### src/rtl/cpu_csr_unit_pkg.sv
// Shared CSR addresses, op codes, FSM states and decode helpers for cpu_csr_unit.
// Latency: none (package only).
// Backpressure: n/a.
package cpu_csr_unit_pkg;

  localparam int XLEN_FIXED = 32;

  // CSR addresses implemented by the downstream register file
  localparam logic [11:0] CSR_MTVEC  = 12'h305;
  localparam logic [11:0] CSR_MEPC   = 12'h341;
  localparam logic [11:0] CSR_MCYCLE = 12'hB00;

  // Operation codes presented by the execute stage; 9..15 are illegal
  localparam logic [3:0] OP_CSRRW  = 4'd0;
  localparam logic [3:0] OP_CSRRS  = 4'd1;
  localparam logic [3:0] OP_CSRRC  = 4'd2;
  localparam logic [3:0] OP_CSRRWI = 4'd3;
  localparam logic [3:0] OP_CSRRSI = 4'd4;
  localparam logic [3:0] OP_CSRRCI = 4'd5;
  localparam logic [3:0] OP_ECALL  = 4'd6;
  localparam logic [3:0] OP_EBREAK = 4'd7;
  localparam logic [3:0] OP_MRET   = 4'd8;

  typedef enum logic [2:0] {
    ST_IDLE      = 3'd0,
    ST_EXEC      = 3'd1,
    ST_TRAP_SAVE = 3'd2,
    ST_TRAP_JUMP = 3'd3,
    ST_RET       = 3'd4
  } state_e;

  // Request fields captured at acceptance
  typedef struct packed {
    logic [3:0]  op;
    logic [11:0] csr;
    logic [4:0]  src;
    logic [31:0] rs1;
    logic [31:0] pc;
  } req_t;

  function automatic logic csr_supported(input logic [11:0] addr);
    return (addr == CSR_MTVEC) || (addr == CSR_MEPC) || (addr == CSR_MCYCLE);
  endfunction

  function automatic logic is_imm_op(input logic [3:0] op);
    return (op == OP_CSRRWI) || (op == OP_CSRRSI) || (op == OP_CSRRCI);
  endfunction

endpackage

### src/rtl/cpu_csr_unit_if.sv
// Bundles the execute-stage request, CSR-file ports and retirement outputs.
// Latency: none (wiring only).
// Backpressure: req_valid/req_ready handshake; all other signals are strobes.
// master = execute stage plus CSR file side; slave = cpu_csr_unit.
interface cpu_csr_unit_if;
  logic        req_valid;
  logic        req_ready;
  logic [3:0]  req_op;
  logic [11:0] req_csr;
  logic [4:0]  req_src;
  logic [31:0] req_rs1;
  logic [31:0] req_pc;
  logic [11:0] csr_raddr;
  logic [31:0] csr_rdata;
  logic [11:0] csr_waddr;
  logic [31:0] csr_wdata;
  logic        csr_wenable;
  logic [31:0] rd_wdata;
  logic        rd_wenable;
  logic        redirect_valid;
  logic [31:0] redirect_pc;
  logic        done;
  logic        exc;

  modport master (
    output req_valid, req_op, req_csr, req_src, req_rs1, req_pc, csr_rdata,
    input  req_ready, csr_raddr, csr_waddr, csr_wdata, csr_wenable,
           rd_wdata, rd_wenable, redirect_valid, redirect_pc, done, exc
  );

  modport slave (
    input  req_valid, req_op, req_csr, req_src, req_rs1, req_pc, csr_rdata,
    output req_ready, csr_raddr, csr_waddr, csr_wdata, csr_wenable,
           rd_wdata, rd_wenable, redirect_valid, redirect_pc, done, exc
  );
endinterface

### src/rtl/cpu_csr_alu.sv
// Computes the new CSR value and write enable for Zicsr read-modify-write ops.
// Latency: combinational.
// Backpressure: none.
// Ports: op, old (current CSR value), operand, src_zero -> new_val, wen, illegal.
module cpu_csr_alu
  import cpu_csr_unit_pkg::*;
(
  input  logic [3:0]  op,
  input  logic [31:0] old,
  input  logic [31:0] operand,
  input  logic        src_zero,
  output logic [31:0] new_val,
  output logic        wen,
  output logic        illegal
);

  // illegal flags anything that is not a CSR read-modify-write op; the caller
  // separates MRET/ECALL/EBREAK from truly undefined codes.
  always_comb begin
    new_val = old;
    wen     = 1'b0;
    illegal = 1'b0;
    case (op)
      OP_CSRRW, OP_CSRRWI: begin
        new_val = operand;
        wen     = 1'b1;
      end
      OP_CSRRS, OP_CSRRSI: begin
        new_val = old | operand;
        wen     = !src_zero;
      end
      OP_CSRRC, OP_CSRRCI: begin
        new_val = old & ~operand;
        wen     = !src_zero;
      end
      default: illegal = 1'b1;
    endcase
  end

endmodule

### src/rtl/cpu_csr_unit.sv
// Executes CSR ops, ECALL/EBREAK/illegal traps and MRET against an external CSR file.
// Latency: CSR op and MRET retire 1 cycle after accept; traps write mepc at +1, redirect/done at +2.
// Backpressure: req_ready only in IDLE and only out of reset; one request in flight.
// Ports: clk, rst_n (sync, active-low), bus (cpu_csr_unit_if.slave: request, CSR file, rd, redirect, done/exc).
module cpu_csr_unit
  import cpu_csr_unit_pkg::*;
#(
  parameter int XLEN = 32
) (
  input  logic           clk,
  input  logic           rst_n,
  cpu_csr_unit_if.slave  bus
);

  state_e            state, state_nxt;
  req_t              lat;
  logic              accept;
  logic [3:0]        alu_op;
  logic [XLEN-1:0]   operand;
  logic [31:0]       alu_new;
  logic              alu_wen;
  logic              alu_illegal;

  assign accept = bus.req_valid && bus.req_ready;

  // In IDLE the ALU only serves decode of the incoming op; afterwards it
  // works on the latched request.
  assign alu_op  = (state == ST_IDLE) ? bus.req_op : lat.op;
  assign operand = is_imm_op(lat.op) ? {27'b0, lat.src} : lat.rs1;

  cpu_csr_alu u_alu (
    .op       (alu_op),
    .old      (bus.csr_rdata),
    .operand  (operand),
    .src_zero (lat.src == 5'd0),
    .new_val  (alu_new),
    .wen      (alu_wen),
    .illegal  (alu_illegal)
  );

  always_ff @(posedge clk) begin
    if (!rst_n) begin
      state <= ST_IDLE;
      lat   <= '0;
    end else begin
      state <= state_nxt;
      if (accept) begin
        lat.op  <= bus.req_op;
        lat.csr <= bus.req_csr;
        lat.src <= bus.req_src;
        lat.rs1 <= bus.req_rs1;
        lat.pc  <= bus.req_pc;
      end
    end
  end

  always_comb begin
    state_nxt          = state;
    bus.req_ready      = 1'b0;
    bus.csr_raddr      = 12'h0;
    bus.csr_waddr      = 12'h0;
    bus.csr_wdata      = 32'h0;
    bus.csr_wenable    = 1'b0;
    bus.rd_wdata       = 32'h0;
    bus.rd_wenable     = 1'b0;
    bus.redirect_valid = 1'b0;
    bus.redirect_pc    = 32'h0;
    bus.done           = 1'b0;
    bus.exc            = 1'b0;

    case (state)
      ST_IDLE: begin
        bus.req_ready = 1'b1;
        if (bus.req_valid) begin
          if (!alu_illegal && csr_supported(bus.req_csr)) begin
            state_nxt = ST_EXEC;
          end else if (bus.req_op == OP_MRET) begin
            state_nxt = ST_RET;
          end else begin
            // ECALL, EBREAK, unsupported CSR and undefined op codes all trap
            state_nxt = ST_TRAP_SAVE;
          end
        end
      end
      ST_EXEC: begin
        bus.csr_raddr  = lat.csr;
        bus.rd_wdata   = bus.csr_rdata;
        bus.rd_wenable = 1'b1;
        if (alu_wen) begin
          bus.csr_wenable = 1'b1;
          bus.csr_waddr   = lat.csr;
          bus.csr_wdata   = alu_new;
        end
        bus.done  = 1'b1;
        state_nxt = ST_IDLE;
      end
      ST_TRAP_SAVE: begin
        bus.csr_wenable = 1'b1;
        bus.csr_waddr   = CSR_MEPC;
        bus.csr_wdata   = lat.pc;
        state_nxt       = ST_TRAP_JUMP;
      end
      ST_TRAP_JUMP: begin
        // mtvec read here is the pre-trap value: the mepc write landed last cycle
        bus.csr_raddr      = CSR_MTVEC;
        bus.redirect_valid = 1'b1;
        bus.redirect_pc    = bus.csr_rdata & ~32'h3;
        bus.done           = 1'b1;
        bus.exc            = 1'b1;
        state_nxt          = ST_IDLE;
      end
      ST_RET: begin
        bus.csr_raddr      = CSR_MEPC;
        bus.redirect_valid = 1'b1;
        bus.redirect_pc    = bus.csr_rdata & ~32'h3;
        bus.done           = 1'b1;
        state_nxt          = ST_IDLE;
      end
      default: state_nxt = ST_IDLE;
    endcase

    // Reset wins over whatever state is mid-flight: nothing leaves the unit.
    if (!rst_n) begin
      state_nxt          = ST_IDLE;
      bus.req_ready      = 1'b0;
      bus.csr_raddr      = 12'h0;
      bus.csr_waddr      = 12'h0;
      bus.csr_wdata      = 32'h0;
      bus.csr_wenable    = 1'b0;
      bus.rd_wdata       = 32'h0;
      bus.rd_wenable     = 1'b0;
      bus.redirect_valid = 1'b0;
      bus.redirect_pc    = 32'h0;
      bus.done           = 1'b0;
      bus.exc            = 1'b0;
    end
  end

endmodule
### src/flat_wrapper.sv
// flat-port wrapper written by rule: the top's interface ports become plain ports
module cpu_csr_unit_flat import cpu_csr_unit_pkg::*;
#(
  parameter int XLEN = 32
)
  (clk, rst_n, bus_req_valid, bus_req_op, bus_req_csr, bus_req_src, bus_req_rs1, bus_req_pc, bus_csr_rdata, bus_req_ready, bus_csr_raddr, bus_csr_waddr, bus_csr_wdata, bus_csr_wenable, bus_rd_wdata, bus_rd_wenable, bus_redirect_valid, bus_redirect_pc, bus_done, bus_exc);
  cpu_csr_unit_if bus_i ();
  input  logic clk;
  input  logic rst_n;
  input wire logic [$bits(bus_i.req_valid)-1:0] bus_req_valid;
  input wire logic [$bits(bus_i.req_op)-1:0] bus_req_op;
  input wire logic [$bits(bus_i.req_csr)-1:0] bus_req_csr;
  input wire logic [$bits(bus_i.req_src)-1:0] bus_req_src;
  input wire logic [$bits(bus_i.req_rs1)-1:0] bus_req_rs1;
  input wire logic [$bits(bus_i.req_pc)-1:0] bus_req_pc;
  input wire logic [$bits(bus_i.csr_rdata)-1:0] bus_csr_rdata;
  output wire logic [$bits(bus_i.req_ready)-1:0] bus_req_ready;
  output wire logic [$bits(bus_i.csr_raddr)-1:0] bus_csr_raddr;
  output wire logic [$bits(bus_i.csr_waddr)-1:0] bus_csr_waddr;
  output wire logic [$bits(bus_i.csr_wdata)-1:0] bus_csr_wdata;
  output wire logic [$bits(bus_i.csr_wenable)-1:0] bus_csr_wenable;
  output wire logic [$bits(bus_i.rd_wdata)-1:0] bus_rd_wdata;
  output wire logic [$bits(bus_i.rd_wenable)-1:0] bus_rd_wenable;
  output wire logic [$bits(bus_i.redirect_valid)-1:0] bus_redirect_valid;
  output wire logic [$bits(bus_i.redirect_pc)-1:0] bus_redirect_pc;
  output wire logic [$bits(bus_i.done)-1:0] bus_done;
  output wire logic [$bits(bus_i.exc)-1:0] bus_exc;
  assign bus_i.req_valid = bus_req_valid;
  assign bus_i.req_op = bus_req_op;
  assign bus_i.req_csr = bus_req_csr;
  assign bus_i.req_src = bus_req_src;
  assign bus_i.req_rs1 = bus_req_rs1;
  assign bus_i.req_pc = bus_req_pc;
  assign bus_i.csr_rdata = bus_csr_rdata;
  assign bus_req_ready = bus_i.req_ready;
  assign bus_csr_raddr = bus_i.csr_raddr;
  assign bus_csr_waddr = bus_i.csr_waddr;
  assign bus_csr_wdata = bus_i.csr_wdata;
  assign bus_csr_wenable = bus_i.csr_wenable;
  assign bus_rd_wdata = bus_i.rd_wdata;
  assign bus_rd_wenable = bus_i.rd_wenable;
  assign bus_redirect_valid = bus_i.redirect_valid;
  assign bus_redirect_pc = bus_i.redirect_pc;
  assign bus_done = bus_i.done;
  assign bus_exc = bus_i.exc;
  cpu_csr_unit #(.XLEN(XLEN)) u_core (.clk(clk), .rst_n(rst_n), .bus(bus_i));
endmodule
### config.mk
export PLATFORM = sky130hd
export DESIGN_NAME = cpu_csr_unit_flat
export DESIGN_NICKNAME = d
export VERILOG_FILES = /design/src/rtl/cpu_csr_unit_pkg.sv /design/src/rtl/cpu_csr_unit_if.sv /design/src/rtl/cpu_csr_alu.sv /design/src/rtl/cpu_csr_unit.sv /design/src/flat_wrapper.sv
export SDC_FILE = /design/constraint.sdc
export NUM_CORES = 1
export LEC_CHECK = 0
export CAP_MARGIN = 10
export CORE_ASPECT_RATIO = 1.25
export CORE_MARGIN = 4
export CORE_UTILIZATION = 44
export DETAILED_ROUTE_END_ITERATION = 8
export PLACE_DENSITY = 0.82
export SETUP_SLACK_MARGIN = 0.15
export SLEW_MARGIN = 20
export SYNTH_ARGS = -nofsm -noshare
export SYNTH_HDL_FRONTEND = slang
export SYNTH_HIERARCHICAL = 1
export SYNTH_SLANG_ARGS = --single-unit
### constraint.sdc
create_clock -name clk -period 3.9 [get_ports clk]
set_clock_uncertainty 0.1 [all_clocks]
set_input_delay 0.975 -clock clk [delete_from_list [all_inputs] [get_ports clk]]
set_output_delay 0.975 -clock clk [all_outputs]
set_load 0.01 [all_outputs]
* Yosys cells after proc, flatten, opt, wreduce, memory -nomap -nowiden
Index checks and enable logic that the tools add are counted.
W data, S select, Z words.
** Operators by class
- $lt $le $gt $ge :: 0
- Div/mod/pow operators :: 0
- Add/subtract/negate cells :: 0
- Bitwise logic cells :: 3
- Reduce and logical (&&, ||, !) cells :: 17
- Shift operators :: 0
- Mux-type cells :: 33
- Multipliers :: 0
- Equality and inequality tests :: 17
** Operators with widths (count)
- $mux W32 :: 7
- $pmux W32 S3 :: 1
- $pmux W32 S2 :: 1
- $mux W12 :: 3
- $pmux W12 S3 :: 1
- $and A32 B32 Y32 :: 1
- $not A32 Y32 :: 1
- $or A32 B32 Y32 :: 1
- $eq A12 B10 Y1 const B :: 2
- $pmux W12 S2 :: 1
- $eq A4 B3 Y1 const B :: 4
- $eq A12 B12 Y1 const B :: 1
- $eq A4 B2 Y1 const B :: 3
- $mux W1 :: 12
- $mux W3 :: 3
- $reduce_or A2 Y1 :: 4
- $eq A3 B2 Y1 const B :: 2
- $pmux W3 S2 :: 1
- $reduce_or A6 Y1 :: 1
- $logic_not A5 Y1 :: 1
- $eq A4 B1 Y1 const B :: 1
- $eq A4 B4 Y1 const B :: 1
- $logic_not A4 Y1 :: 1
- $logic_or A1 B1 Y1 :: 4
- other kinds (10) :: 12
** Storage, ports and cells
- Latch bits :: 0
- Input bits :: 120
- Output and inout port bits :: 126
- Bits in read-only memories :: 0
- Memory bits (writable) :: 0
- Logic and storage cells :: 76
- Register bits after elaboration :: 88
- Memories :: 0

* Longest topological paths before layout
Gate-level depths: netlist (run 1).
- Word-level depth :: 10
- Depth in mapped cells :: 12
- Mapped depth without buffers :: 9

* Modules after synthesis
Netlist (run 1), hierarchy kept.
** By module, submodules not included
- cpu_csr_unit :: area an instance 4608.2 um^2, instances 1, seq. area each 1761.7 um^2, cells an instance 628
- cpu_csr_alu :: area an instance 1282.5 um^2, instances 1, seq. area each 0.0 um^2, cells an instance 162

* Worst setup path before layout (run 1)
OpenSTA, ideal clock, no wires.
- Kind :: input-to-output
- From :: input bus_req_op[0]
- To :: output bus_csr_wdata[10]
- Stages on the path :: 11
- Slack :: 0.323 ns
- Arrival time :: 2.502 ns
- Path through :: mux2_2 > buf_2 > buf_2 > xnor2_1 > a21oi_1 > nor2_1 > and2_1 > buf_6 > buf_6 > a22oi_1 > nor2_1
** Between the ends
- Longest elaborated chain between the ends :: 7
- Elaborated cells on any way between the ends :: 16
** Ends and longest elaborated chain
- start, declared :: RTL line flat_wrapper.sv:11 : input wire logic [$bits(bus_i.req_op)-1:0] bus_req_op;
- $mux W4 (*) :: RTL line cpu_csr_unit.sv:28 : assign alu_op = (state == ST_IDLE) ? bus.req_op : lat.op;
- $eq A4 B2 Y1, or another cell as far along :: RTL line cpu_csr_alu.sv:23 : case (op)
- $reduce_or A4 Y1 (no line) or $reduce_or A2 Y1 (tied branches)
- $pmux W1 S2 (*) :: RTL line cpu_csr_alu.sv:23
- net u_core.alu_wen :: RTL line cpu_csr_unit.sv:21 : logic alu_wen;
- $mux W32 (*) :: RTL line cpu_csr_unit.sv:89 : if (alu_wen) begin
- $pmux W32 S2 (*) :: RTL line cpu_csr_unit.sv:71 : case (state)
- $mux W32 (*) :: RTL line cpu_csr_unit.sv:123 : if (!rst_n) begin
- end, declared :: RTL line flat_wrapper.sv:20 : output wire logic [$bits(bus_i.csr_wdata)-1:0] bus_csr_wdata;
Mark *: on every way through the listed nets, which the timed path passes. The rest lies on a longest branch.

* Worst setup path in the final report (run 1)
- From :: input bus_req_op[1]
- To :: output bus_csr_wdata[17]
** Between the ends
- Longest elaborated chain between the ends :: 7
- Elaborated cells on any way between the ends :: 16
** Ends and longest elaborated chain
- $mux W4 (*) :: RTL line cpu_csr_unit.sv:28
- net u_core.alu_op[1] :: RTL line cpu_csr_unit.sv:18 : logic [3:0] alu_op;
- $eq A4 B2 Y1, or another cell as far along :: RTL line cpu_csr_alu.sv:23
- $reduce_or A2 Y1 :: RTL line cpu_csr_alu.sv:23
- $pmux W32 S3 (*) :: RTL line cpu_csr_alu.sv:23
- net u_core.alu_new[17] :: RTL line cpu_csr_unit.sv:20 : logic [31:0] alu_new;
- $mux W32 (*) :: RTL line cpu_csr_unit.sv:89
- $pmux W32 S2 (*) :: RTL line cpu_csr_unit.sv:71
- $mux W32 (*) :: RTL line cpu_csr_unit.sv:123
Marked as above.

==> out/metrics.yaml, run 1 <==
die_h_um: 137
ys_seq_area_share_pct: 29.9
port_buffers: 243
synthFlopType: "dfxtp_1"
place_hpwl_um: 14800
synth-edff-count: 0
stdcell_count: 1212
cp_data_required_time_ps: 2820
cts_tree: "yes"
htreeDepth: 3
synth_most_common_cell: "nand2_1"
crit_type: "input pin to primary output"
ys_ff_latch: 88
cts_buffers: 9
start_util_pct: 44.7
antenna_found_initial: 0
place_area_um2: 8490
design_area_um2: 9550
io_pins: 246
syn2layout_area_growth_pct: 62.1
seq_area_um2: 1770
cts-hold-fix-buffers: 0
utilization_pct: 72.5
firstDrtPassIters: 5
grt_pass1_vias: 6222
insertion_delay_ps: 340
pwr_density_cell_nw_per_um2: 314
ant_nets: 0
synth.area.top_cells: "dfxtp_1 30%, nand2_1 11%, and2_1 6.8%"
drc: 0
antenna_cells: 0
grt_pass1_wl_um: 32800
n_fill_cell: 1033
run_status: "finished, final reports clean"
avgSynthCellArea_um2: 7.46
synth_cells: 790
p_leak_nw: 3.76
setup_viol: 0
slew_violations: 0
multi_input_comb_area_um2: 3970
async_flop_share_pct: 0
wire_per_inst_um: 18.8
cts.path.max_buffers: 2
viasPerCell: 5.54
cap_violations: 0
synth_top_area_share_pct: 29.9
crit_fanout: 5
num_rows: 47
dp_cells: 1165
ir_drop_uv: 202
start_kind: "input pin"
ys_types: 42
gp_congestion: 0.806
overflow: 0
final_hold_viol_count: 0
period_minus_slack_ps: 3870
holdCritPathClass: "flip-flop to flip-flop"
rr_worst_depth: 11
syn_area_um2: 5890
drtIter0Drc: 453
clkTransAtPathRegs_ps: 60
synth_warnings: 6
grt_start_max_net_pins: 90
worst_pin_slew_ps: 1020
r2r_setup_slack_ps: 1190
netlist_top_cells_count: "175 x nand2_1, 88 x dfxtp_1, 68 x o21ai_0"
dieArea_um2: 15300
period_share_pct: 99.3
die_w_um: 111
hold_depth: 2
maxSlewHeadroom_pct: 31.9
endpoint_kind: "primary output"
crit_arrival_ps: 2800
wl_um: 22800
clkSinkCount: 88
num_vias: 6713
nets: 1157
root_buffer: "clkbuf_16"
holdWs_ps: 353
coreArea_um2: 13200
fmax_mhz: 258
synth_top_area_cell: "dfxtp_1"
rsz0062_at_grt: "true"
drive_above_1_share_pct: 19.3
grt_usage_pct: 26.4
-- where the power goes --
group	internal (W)	switching (W)	total, W
Combinational	0.000571	0.000492	0.00106
Clock	0.000559	0.000364	0.000923
Sequential	0.000970	0.0000467	0.00102
-- routing by layer --
metal | routed length [um] | vias up | global-route usage (%)
met5 | 0 | - | 0
met4 | 450 | 0 | 8.65
met3 | 1340 | 36 | 3.95
met2 | 11500 | 294 | 45.5
met1 | 9520 | 3156 | 34.1
li1 | - | 3227 | -
-- what timing repair did --
item / CTS / global route
buffers inserted: 10 / 2
pin swaps: 33 / 40
gates resized for setup: 205 / 64
endpoints found under the setup margin: 45 / 45
gates cloned: 9 / 11
-- kinds of logic (layout without fill, tap and decap cells) --
kind of cell	Yosys count	count (layout)	synth area share, %
AOI/OAI and AO/OA	199	199	24.1
xor gates and xnor gates	2	2	0.297
buffers and inverters	80	328	8.30
DFF	88	88	29.9
muxes	12	14	2.27
other	1	2	0.0637
and+or+nand+nor	408	408	35.1
-- final timing paths --
| path | end | from |
|---|---|---|
| setup / recovery | bus_csr_wdata[17] | bus_req_op[1] |
| setup reg to reg | u_core/state[0] | u_core/state[2] |
| hold reg to reg | u_core/lat[61] | u_core/lat[61] |
| hold / removal | u_core/lat[61] | u_core/lat[61] |
-- layout make-up --
cell class                      count  share of cell area (%)
Timing Repair Buffer              311                    34.3
Multi-Input combinational cell    625                    41.6
Tap cell                          171                    2.24
Clock buffer                       10                    2.40
Inverter                            2                  0.0786
Clock inverter                      5                   0.865
Sequential cell                    88                    18.5
-- stage by stage --
step	TNS (ps)	power, W	setup slack [ps]
global placement	-26260	0.00181	-689
global route	-124	0.00312	-28.5
CTS	0	0.00285	29.6
finish	0	0.00300	28.5
detailed placement	-27180	0.00182	-733
floorplan	0	0.00150	323
-- flip-flops by register name, summed over array words and instances, names as in the netlist --
register,count
u_core/state,3
u_core/lat,85
-- cell usage in the layout (no fill, tap or decap), drive strengths merged, types with 5 or more instances in the layout --
master           n
clkdlybuf4s50  193
nand2          175
buf            101
dfxtp           88
o21ai           86
and2            64
nor2            53
nor3b           36
nand2b          33
a2111o          32
a22o            32
a22oi           32
nor2b           26
clkbuf          20
mux2            13
and2b            9
a21oi            9
dlygate4sd2      5
a21o             5
-- worst max-delay path, stage by stage --
cell       delay [ps]
buf_6             110
mux2_4            340
clkbuf_16         180
nand2b_1          150
a2111o_1          390
a22o_1            220
a22oi_2           200
nor2_1             50
buf_2             180
No activity file was read; power rests on OpenSTA's default activity.
==> inputs of run 2 (changes only) <==
Settings changed: SKIP_CTS_REPAIR_TIMING set to 1.
==> out/metrics.yaml, run 2 (synthesis gave the netlist of run 1 again) <==
run_status: "finished, final reports clean"
wl_um: 21100  # -7.3%
holdCritPathClass: "flip-flop to flip-flop"
insertion_delay_ps: 340  # about the same
highest_layer: "met4"
final_hold_viol_count: 0  # unchanged
cp_data_required_time_ps: 2820  # about the same
htreeDepth: 3  # unchanged
crit_fanout: 8  # +3
crit_arrival_ps: 2810  # about the same
grt_usage_pct: 24.7  # -1.7 points
die_h_um: 137  # unchanged
n_fill_cell: 1114  # +7.8%
p_total_w: 0.00289  # -3.6%
ant_nets: 0  # unchanged
num_rows: 47  # unchanged
slew_violations: 0  # unchanged
drtIter0Drc: 467  # +3.1%
grt_start_max_net_pins: 90  # unchanged
drive_above_1_share_pct: 15.7  # -3.6 points
wl_met2_um: 10500  # -8.6%
crit_type: "input pin to primary output"
cpPeakStageDelay_ps: 350  # -40 ps
worst_pin_slew_ps: 964  # -53.7 ps
overflow: 0  # unchanged
wire_per_inst_um: 17.6  # -6.1%
period_share_pct: 99.5  # +0.26 points
start_util_pct: 44.7  # unchanged
root_buffer: "clkbuf_16"
p_clk_share_pct: 32.0  # +1.3 points
largest_register_ffs: 85  # unchanged
syn2layout_area_growth_pct: 55.4
clkSinkCount: 88  # unchanged
utilization_pct: 69.5  # -3.0 points
period_minus_slack_ps: 3880  # +10.0 ps
seqPwrFrac_pct: 35.0  # +1.1 points
final_cell_mix: "193 x clkdlybuf4s50_1, 174 x nand2_1, 86 x dfxtp_1"
clkTransAtPathRegs_ps: 60  # about the same
critical_path.cell_chain: "buf_6 > mux2_4 > buf_6 > mux2_4 > nor2_4 > buf_12 > clkbuf_16 > a22o_1 > a22oi_2 > nor2_1 > buf_2"
rsz0062_at_grt: "true"
gp_congestion: 0.806  # unchanged
p_leak_nw: 3.73  # -0.72%
p_sw_share_pct: 29.6  # -0.50 points
hold_depth: 2  # unchanged
final_common_cell: "clkdlybuf4s50_1"
viasPerCell: 5.40  # -2.5%
die_w_um: 111  # unchanged
start_kind: "input pin"
ir_drop_uv: 193  # -4.2%
cts_buffers: 9  # unchanged
firstDrtPassIters: 6  # +1
num_vias: 6458  # -3.8%
dieArea_um2: 15300  # unchanged
place_hpwl_um: 14800  # unchanged
grt_pass1_wl_um: 30900  # -5.9%
coreArea_um2: 13200  # unchanged
setup_viol: 0  # unchanged
cts.path.max_buffers: 2  # unchanged
p_switching_w: 0.000856  # -5.2%
drc: 0  # unchanged
nets: 1141  # -1.4%
maxSlewHeadroom_pct: 35.5  # +3.6 points
largest_register: "u_core/lat"
endpoint_kind: "primary output"
io_pins: 246  # unchanged
fmax_mhz: 258  # -0.26%
cap_violations: 0  # unchanged
pwr_density_cell_nw_per_um2: 316  # +0.56%
largest_registers: "u_core/lat (85), u_core/state (3)"
cpMaxStageDelayCell: "mux2_4"
cts_tree: "yes"
port_buffers: 243  # unchanged
p_int_w: 0.00204  # -2.9%
multi_input_comb_area_um2: 3860  # -2.7%
antenna_found_initial: 0  # unchanged
rr_worst_depth: 9  # -2
antenna_cells: 0  # unchanged
wl_met1_um: 8960  # -5.9%
grt_pass1_vias: 5948  # -4.4%
wl_met3_um: 1300  # -2.5%
seq_area_um2: 1760  # about the same
p_comb_share_pct: 33.0  # -2.4 points
run 2: cell count changes in the layout (fill, tap and decap cells not counted), moves of 5 or more:
cell / change
clkbuf_2: +5
a22oi_2: -14
dlymetal6s2s_1: +11
dlygate4sd2_1: -5
a22oi_1: +14
buf_2: -7
buf_16: -8
run 2: path summary, 6_finish.rpt:
check,start,endpoint,slack (ps)
max,bus_req_op[1],bus_csr_wdata[18],20
min,u_core/lat[61],u_core/lat[61],350
max reg2reg,u_core/state[1],u_core/state[0],1390
min reg2reg,u_core/lat[61],u_core/lat[61],350
run 2: worst max-delay path, delay by kind of cell:
family	cells	cell delay, ps
AOI/OAI and AO/OA	2	280
muxes	2	640
and+or+nand+nor	2	210
buffers and inverters	5	700
run 2: area by class of cell:
class | count | area share [%]
Inverter | 2 | 0.0820
Tap cell | 171 | 2.34
Clock inverter | 5 | 0.902
Clock buffer | 10 | 2.50
Sequential cell | 88 | 19.3
Multi-Input combinational cell | 623 | 42.2
Timing Repair Buffer | 297 | 32.7
run 2: through the flow:
stage	TNS [ps]	setup WS, ps	cells	area, um^2	hold slack [ps]
6_report	0	18.4	1196	9150	351
5_1_grt	-149	-28.0	1196	9150	371
4_1_cts	-27720	-745	1180	8800	355
3_5_place_dp	-27180	-733	1165	8490	348
3_3_place_gp	-26260	-689	1165	8490	336
2_1_floorplan	0	323	791	5890	325
run 2: power groups by stage:
stage | registers [W] | logic, W | clock network (W)
2_1_floorplan | 0.00102 | 0.000488 | 0
3_3_place_gp | 0.00103 | 0.000784 | 0
3_5_place_dp | 0.00103 | 0.000795 | 0
4_1_cts | 0.00101 | 0.000800 | 0.000942
5_1_grt | 0.00102 | 0.00102 | 0.000973
6_report | 0.00101 | 0.000954 | 0.000927
run 2: routing by layer:
metal / track usage (%) / up-vias
li1: - / 3174
met1: 32.3 / 2994
met2: 42.1 / 261
met3: 4.04 / 29
met4: 7.51 / 0
met5: 0 / -
==> inputs of run 3 (changes only) <==
Settings changed: CORE_MARGIN 4 to 2.
==> out/metrics.yaml, run 3 (synthesis gave the netlist of run 1 again) <==
grtUsageMet2_pct: 44.1  # +2.0 points
num_rows: 47  # unchanged
largest_registers: "u_core/lat (85), u_core/state (3)"
p_clk_share_pct: 29.7  # -2.3 points
r2r_start: "u_core/state[1]"
rr_worst_depth: 10  # +1
endpoint_kind: "primary output"
n_fill_cell: 1049  # -5.8%
overflow: 0  # unchanged
r2r_setup_slack_ps: 1230  # -160 ps
num_vias: 6790  # +5.1%
p_leak_nw: 3.84  # +2.9%
p_int_w: 0.00196  # -3.7%
seqPwrFrac_pct: 35.3  # +0.3 points
grt_start_max_net_pins: 64  # -29%
p_sw_share_pct: 31.7  # +2.2 points
hold_depth: 2  # unchanged
die_w_um: 107  # -3.6%
clkSinkCount: 88  # unchanged
drtIter0Drc: 587  # +26%
reg2reg_to: "u_core/state[0]"
cts_buffers: 9  # unchanged
ir_drop_uv: 243  # +26%
cap_violations: 0  # unchanged
worst_pin_slew_ps: 672  # -292 ps
min_from: "u_core/lat[45]"
crit_type: "flip-flop to primary output"
fmax_mhz: 254  # -1.5%
start_kind: "flip-flop"
crit_arrival_ps: 2870  # +60 ps
nets: 1157  # +1.4%
largest_register_ffs: 85  # unchanged
insertion_delay_ps: 340  # about the same
maxSlewHeadroom_pct: 55.2  # +20 points
p_total_w: 0.00288  # -0.66%
startpoint: "u_core/state[1]"
port_buffers: 243  # unchanged
cpPeakStageDelay_ps: 410  # +60 ps
coreArea_um2: 13200  # unchanged
wl_um: 22600  # +7.2%
gp_congestion: 0.813  # +0.83%
ant_nets: 0  # unchanged
cpMaxStageDelayCell: "a2111o_1"
htreeDepth: 3  # unchanged
busiest_layer: "met2"
run_status: "finished with violations"
pwr_density_cell_nw_per_um2: 307  # -2.9%
tns_ps: -40.9  # -40.9 ps
crit_fanout: 6  # -2
drc: 0  # unchanged
largest_register: "u_core/lat"
root_buffer: "clkbuf_16"
period_minus_slack_ps: 3940  # +59.3 ps
start_util_pct: 44.7  # unchanged
holdCritPathClass: "flip-flop to flip-flop"
grtUsageMet3_pct: 5.58  # +1.5 points
place_ws_ps: -740  # -7.52 ps
cts.path.max_buffers: 2  # unchanged
syn2layout_area_growth_pct: 58.9
rsz0062_at_grt: "true"
grt_pass1_wl_um: 30400  # -1.6%
utilization_pct: 71.1  # +1.6 points
period_share_pct: 101  # +1.5 points
slew_violations: 0  # unchanged
grt_pass1_vias: 6030  # +1.4%
finalWorstSetupSlack_ps: -40.9  # -59.3 ps
grt_use_met1_pct: 33.6  # +1.3 points
firstDrtPassIters: 5  # -1
final_hold_viol_count: 0  # unchanged
clkTransAtPathRegs_ps: 70  # about the same
min_to: "u_core/lat[45]"
final_cell_mix: "193 x clkdlybuf4s50_1, 174 x nand2_1, 85 x dfxtp_1"
final_common_cell: "clkdlybuf4s50_1"
die_h_um: 133  # -2.9%
viasPerCell: 5.59  # +3.6%
place_hpwl_um: 14400  # -2.5%
violations: "setup timing"
grt_usage_pct: 26.6  # +1.9 points
wire_per_inst_um: 18.6  # +5.7%
p_comb_share_pct: 35.0  # +2.0 points
dieArea_um2: 14300  # -6.4%
setup_viol: 1  # +1
critical_path.cell_chain: "nor3_4 > buf_12 > mux2_4 > clkbuf_16 > nor3b_4 > a2111o_1 > a22o_1 > a22oi_1 > nor2_1 > buf_2"
antenna_found_initial: 1  # +1
p_switching_w: 0.000913  # +6.7%
design_area_um2: 9360  # +2.3%
io_pins: 246  # unchanged
cts_tree: "yes"
cp_data_required_time_ps: 2820  # about the same
place_area_um2: 8510  # +0.34%
drive_above_1_share_pct: 16.9  # +1.2 points
[run 3: power by group through the flow]
stage | Combinational [W] | Sequential (W) | Clock, W
5_1_grt | 0.00106 | 0.00102 | 0.000901
3_5_place_dp | 0.000803 | 0.00103 | 0
2_1_floorplan | 0.000488 | 0.00102 | 0
3_3_place_gp | 0.000791 | 0.00103 | 0
4_1_cts | 0.000808 | 0.00101 | 0.000856
6_report | 0.00101 | 0.00101 | 0.000853
[run 3: worst max path at each step]
stage	endpoint	cells past startpoint
after floorplan	bus_csr_wdata[10]	11
after global placement	bus_csr_wdata[19]	9
after detailed placement	bus_csr_wdata[7]	9
after CTS	bus_csr_wdata[22]	9
after global routing	bus_csr_wdata[22]	11
final	bus_csr_wdata[30]	10
[run 3: through the flow]
| stage | hold WS (ps) | instances |
|---|---|---|
| after floorplan | 325 | 791 |
| after global placement | 339 | 1170 |
| after detailed placement | 347 | 1170 |
| after CTS | 355 | 1186 |
| after global routing | 374 | 1214 |
| final | 354 | 1214 |
[run 3: layout make-up]
cell class,instances,area (um^2),area share (%)
diodes,1,2.50,0.0267
clock buffers,10,239,2.55
clock inverters,6,51.3,0.548
inverters,2,7.51,0.0802
multi-input cells,625,3880,41.4
flip-flops and latches,88,1770,18.9
well taps,171,214,2.29
repair buffers,311,3200,34.2
[run 3: metal layers]
layer	wire, um	up-vias
met5	0	-
met4	701	0
met2	11100	351
li1	-	3220
met1	8940	3171
met3	1870	48
[run 3: critical path, delay by kind of cell (launching register included)]
kind,cells,cell delay (ps)
AO/OA/AOI/OAI,3,860
flip-flops,1,340
buffers and inverters,3,500
AND/OR/NAND/NOR,3,430
multiplexers,1,390
==> patch 1, RTL diff (settings of run 2) <==
Make the reset (`rst_n`) asynchronous in one clocked block.
--- a/src/rtl/cpu_csr_unit.sv
+++ b/src/rtl/cpu_csr_unit.sv
@@ -40,3 +40,3 @@
 
-  always_ff @(posedge clk) begin
+  always_ff @(posedge clk or negedge rst_n) begin
     if (!rst_n) begin
Behaviour: same outputs for any inputs over 10 cycles, from zero or initial values and one cycle with rst_n low; that may be too few to reach the edited logic, so the function may still have changed.
==> patch 1 against run 2 <==
  * The run now ends with setup timing left
  * Power rose by 43%
  * Wire length increased by 5.9%
  * Area after synthesis increased by 7.2%
  * Sequential power up 32%
  * Utilization down 0.51 points
  * Design area increased by 5.0%
  * Largest cell class unchanged
  * Critical path depth shrank 2
  * Clock power rose by 2.3%
  * Worst setup slack lost 0.14 ns
  * Critical endpoint is now bus_csr_waddr[1]
  * Register-to-register slack worse by 0.20 ns
  * Sequential cell count is the same
  * Cell count is 13% lower
==> patch 1: results (changes against run 2) <==
The cell count after placement is 996 (was 1165). The length in cells of the worst reg-to-reg path is 11 (was 9). The placed cell area is 8930 um2 (was 8490 um2). The async set-reset flop share out of synthesis is 1.00 (was 0).

The sequential cell area fraction in the yosys report is 0.349 (was 0.299). The total length of routed wires is 22300 um (was 21100 um). The setup TNS came to -3.07 ns (was 0 ns).

The detailed router's first-iteration violation count came to 446 (was 467). The slew at the pin closest to its max-slew limit came out at 0.892 ns (was 0.964 ns). The final critical-path setup slack is -0.119 ns (was 0.0184 ns). The post-DP HPWL came out at 15100 um (was 14800 um). The total via count after detailed routing is 5932 (was 6458). Main area contributors after synthesis: sky130_fd_sc_hd__dfrtp_1 (35%), sky130_fd_sc_hd__mux2_2 (10%), sky130_fd_sc_hd__mux2_4 (9.3%) (was sky130_fd_sc_hd__dfxtp_1 (30%), sky130_fd_sc_hd__nand2_1 (11%), sky130_fd_sc_hd__and2_1 (6.8%)).

The worst slack after detailed placement was -0.686 ns (was -0.733 ns). The number of antenna violations at the first check in global routing came out at 2 (was 0). The global-route wire length before repair was 32500 um (was 30900 um).

The global router's overall resource usage came out at 0.251 (was 0.247). The number of distinct library cells after synthesis is 40 (was 42). The number of fillers in the final layout came to 1029 (was 1114).

The fraction of layout cells with a size suffix above 1 came out at 0.286 (was 0.157). The number of nets in the finished design came out at 974 (was 1141). The count of endpoints failing setup in the final report came out at 39 (was 0). Outcome: finished, violations left (was finished, final reports clean). The final reports fail on setup timing. The gate count after technology mapping is 607 (was 790). The number of iterations in the first detailed-routing pass is 5 (was 6).
==> patch 1: cell count changes in the layout (fill, tap and decap cells not counted), moves of 38 or more <==
cell,run 2,this run
sky130_fd_sc_hd__mux2_2,6,54
sky130_fd_sc_hd__dfxtp_1,86,0
sky130_fd_sc_hd__o21ai_0,68,1
sky130_fd_sc_hd__mux2_4,5,43
sky130_fd_sc_hd__nand2_1,174,6
sky130_fd_sc_hd__dfrtp_1,0,88
==> patch 1: per-layer routing <==
layer / vias to the layer above / global-route usage / share of wire
li1: 2676 / - / -
met1: 2948 / 0.298 / 0.39
met2: 258 / 0.441 / 0.53
met3: 50 / 0.0414 / 0.057
met4: 0 / 0.114 / 0.031
met5: - / 0 / 0
==> patch 1: cells by family after synthesis <==
logic type,Yosys count
buffers and inverters,66
other,1
flip-flops,88
AND/OR/NAND/NOR,242
XOR/XNOR,3
multiplexers,97
AO/OA/AOI/OAI,110
==> patch 1: area by class of cell <==
type | count | area, um2 | area share
antenna | 2 | 5.00 | 0.000521
clock buffer | 10 | 229 | 0.0238
clock inverter | 6 | 91.3 | 0.00950
inverter | 3 | 11.3 | 0.00117
multi-input combinational | 454 | 3910 | 0.407
sequential | 88 | 2200 | 0.229
tap | 175 | 219 | 0.0228
timing repair buffer | 298 | 2940 | 0.306
==> patch 1: path summary, 6_finish.rpt <==
kind | startpoint | endpoint | slack [ns]
worst max-delay path | u_core/state[0]$_DFFE_PN0P_ | bus_csr_waddr[1] | -0.12
worst min-delay path | rst_n | u_core/state[0]$_DFFE_PN0P_ | 0.36
worst max register to register | u_core/state[0]$_DFFE_PN0P_ | u_core/state[1]$_DFFE_PN0P_ | 1.19
worst min register to register | u_core/lat[40]$_DFFE_PN0P_ | u_core/lat[40]$_DFFE_PN0P_ | 0.40
max in group asynchronous | rst_n | u_core/lat[65]$_DFFE_PN0P_ | 1.87
min in group clk | u_core/lat[40]$_DFFE_PN0P_ | u_core/lat[40]$_DFFE_PN0P_ | 0.40
==> patch 1: worst max-delay path, stage by stage, from the launching register on <==
cell and delay, ns:
sky130_fd_sc_hd__dfrtp_1 0.41, sky130_fd_sc_hd__nor3_4 0.31, sky130_fd_sc_hd__buf_4 0.18, sky130_fd_sc_hd__mux2_4 0.34
sky130_fd_sc_hd__xnor2_1 0.23, sky130_fd_sc_hd__a21oi_2 0.09, sky130_fd_sc_hd__nor2_2 0.16, sky130_fd_sc_hd__buf_4 0.18
sky130_fd_sc_hd__and3_1 0.17, sky130_fd_sc_hd__clkdlybuf4s50_1 0.53
==> patch 1: report_power, final <==
group | internal (W) | switching [W] | total [W]
registers | 0.00116 | 0.000167 | 0.00133
clock network | 0.000567 | 0.000381 | 0.000948
logic | 0.00101 | 0.000841 | 0.00185
total | 0.00274 | 0.00139 | 0.00413
==> patch 2, RTL diff (flow settings as in run 2) <==
Made on the original files. Encoding of `state_e`: now one-hot (5 bits for 5 states).
--- a/src/rtl/cpu_csr_unit_pkg.sv
+++ b/src/rtl/cpu_csr_unit_pkg.sv
@@ -23,8 +23,8 @@
 
-  typedef enum logic [2:0] {
-    ST_IDLE      = 3'd0,
-    ST_EXEC      = 3'd1,
-    ST_TRAP_SAVE = 3'd2,
-    ST_TRAP_JUMP = 3'd3,
-    ST_RET       = 3'd4
+  typedef enum logic [4:0] {
+    ST_IDLE      = 5'b00001,
+    ST_EXEC      = 5'b00010,
+    ST_TRAP_SAVE = 5'b00100,
+    ST_TRAP_JUMP = 5'b01000,
+    ST_RET       = 5'b10000
   } state_e;
Formal check against the unedited RTL: no difference found for any inputs over 10 cycles, from zero or initial values and one cycle with rst_n low; not proved beyond that.
==> patch 2 against run 2 <==
  * The flow now finishes with violations (setup timing)
  * Critical path depth grew 1
  * Cell count grew 3.8%
  * Area after synthesis grew 12%
  * Worst setup slack lost 0.44 ns
  * Largest power group unchanged
  * Global-route usage grew 0.12 points
  * Sequential share of layout area shrank 0.97 points
  * Die area grew 11%
  * Power shrank 1.0%
  * Sequential cell count grew 2
  * Critical path type is now reg -> out
  * Critical endpoint is now bus_csr_wdata[1]
  * Wire length grew 7.2%
  * Largest cell class unchanged
  * Hold slack gained 0.0026 ns
  * Design area grew 7.6%
==> patch 2: results (changes against run 2) <==
Outcome: finished, violations left (was finished, final reports clean). The cell leakage power is 4.61 nW (was 3.73 nW). The worst hold endpoint was u_core/lat[44]$_SDFFE_PN0P_ (was u_core/lat[61]$_SDFFE_PN0P_). The slack of the worst reg-to-reg path is 1.10 ns (was 1.39 ns). Largest registers: u_core/lat: 85 flops, u_core/state: 5 flops (was u_core/lat: 85 flops, u_core/state: 3 flops). The number of iterations in the first detailed-routing pass came out at 5 (was 6). The xor-xnor portion of the synthesized cell area came out at 0.00400 (was 0.00297). The fraction of layout cells with a size suffix above 1 came to 0.175 (was 0.157). The global-route wire length before repair came to 34100 um (was 30900 um). The number of fillers in the final layout is 1205 (was 1114). The post-detailed-route via-to-cell ratio is 5.41 (was 5.40). The count of endpoints failing setup in the final report came out at 42 (was 0). The final reports fail on setup timing.

The peak supply drop is 0.000197 V (was 0.000193 V). The origin of the critical flop-to-flop path was u_core/state[4]$_SDFFE_PN0P_ (was u_core/state[1]$_SDFFE_PN0P_). Main area contributors after synthesis: sky130_fd_sc_hd__dfxtp_1 (27%), sky130_fd_sc_hd__mux2i_1 (13%), sky130_fd_sc_hd__and2_1 (5.9%) (was sky130_fd_sc_hd__dfxtp_1 (30%), sky130_fd_sc_hd__nand2_1 (11%), sky130_fd_sc_hd__and2_1 (6.8%)). The worst min-delay path startpoint is u_core/lat[44]$_SDFFE_PN0P_ (was u_core/lat[61]$_SDFFE_PN0P_). The global router's overall resource usage is 0.248 (was 0.247). The compound-gate portion of the synthesized area is 0.141 (was 0.241). The sequential cell area fraction in the yosys report was 0.274 (was 0.299). The combined area of all synthesized cells came out at 6570 um2 (was 5890 um2).

The total length of routed wires is 22600 um (was 21100 um). The final critical-path setup slack was -0.427 ns (was 0.0184 ns). The number of distinct library cells after synthesis came out at 45 (was 42). Most instantiated cells after synthesis: sky130_fd_sc_hd__dfxtp_1 (90), sky130_fd_sc_hd__inv_1 (88), sky130_fd_sc_hd__nand2_1 (86) (was sky130_fd_sc_hd__nand2_1 (175), sky130_fd_sc_hd__dfxtp_1 (88), sky130_fd_sc_hd__o21ai_0 (68)).
## patch 2: layout make-up
class                      count  share of cell area
inverter                      89              0.0339
multi-input combinational    569               0.436
clock buffer                   9              0.0229
timing repair buffer         300               0.292
sequential                    90               0.183
clock inverter                 7              0.0100
tap                          178              0.0226
## patch 2: how the worst max path moves through the flow
| stage | to | startpoint | slack (ns) |
|---|---|---|---|
| finish | bus_csr_wdata[1] | u_core/state[4]$_SDFFE_PN0P_ | -0.43 |
| global route | bus_csr_wdata[1] | u_core/state[4]$_SDFFE_PN0P_ | -0.53 |
| CTS | bus_csr_waddr[9] | u_core/state[4]$_SDFFE_PN0P_ | -0.73 |
| detailed placement | bus_csr_waddr[9] | bus_req_op[1] | -0.64 |
| global placement | bus_csr_wdata[12] | bus_req_op[1] | -0.61 |
| floorplan | bus_csr_wdata[22] | u_core/state[4]$_SDFFE_PN0P_ | 0.12 |
## patch 2: metrics by stage
stage | utilization | setup WS (ns) | instance area [um2] | std cells | hold slack (ns)
after floorplan | - | 0.121 | 6780 | 830 | 0.333
after global placement | 0.652 | -0.612 | 9470 | 1211 | 0.341
after detailed placement | 0.652 | -0.638 | 9470 | 1211 | 0.347
after CTS | 0.674 | -0.726 | 9790 | 1227 | 0.356
after global routing | 0.678 | -0.530 | 9850 | 1242 | 0.375
final | 0.678 | -0.427 | 9850 | 1242 | 0.354
## patch 2: critical path, cell delays in order, from the launching register on
cell                      delay [ns]
sky130_fd_sc_hd__dfxtp_1        0.31
sky130_fd_sc_hd__or4b_4         0.56
sky130_fd_sc_hd__nor2_4         0.17
sky130_fd_sc_hd__buf_4          0.14
sky130_fd_sc_hd__mux2_4         0.32
sky130_fd_sc_hd__mux2_2         0.30
sky130_fd_sc_hd__nor2_4         0.16
sky130_fd_sc_hd__buf_6          0.14
sky130_fd_sc_hd__buf_12         0.13
sky130_fd_sc_hd__a22o_1         0.16
sky130_fd_sc_hd__nand4_1        0.17
sky130_fd_sc_hd__a21oi_2        0.19
sky130_fd_sc_hd__buf_2          0.14
## patch 2: power groups by stage
stage	registers, W	clock network, W	logic (W)
CTS	0.00103	0.000968	0.000813
finish	0.00103	0.000950	0.000881
detailed placement	0.00105	0	0.000808
global placement	0.00105	0	0.000796
global route	0.00104	0.00101	0.000940
floorplan	0.00104	0	0.000517
## patch 2: routing by layer
| layer | vias to the layer above | share of wire | wire length [um] | track usage |
|---|---|---|---|---|
| met3 | 48 | 0.059 | 1330 | 0.0383 |
| met5 | - | 0 | 0 | 0 |
| met1 | 3116 | 0.44 | 9890 | 0.331 |
| li1 | 3285 | - | - | - |
| met2 | 272 | 0.48 | 10800 | 0.413 |
| met4 | 0 | 0.029 | 654 | 0.0883 |
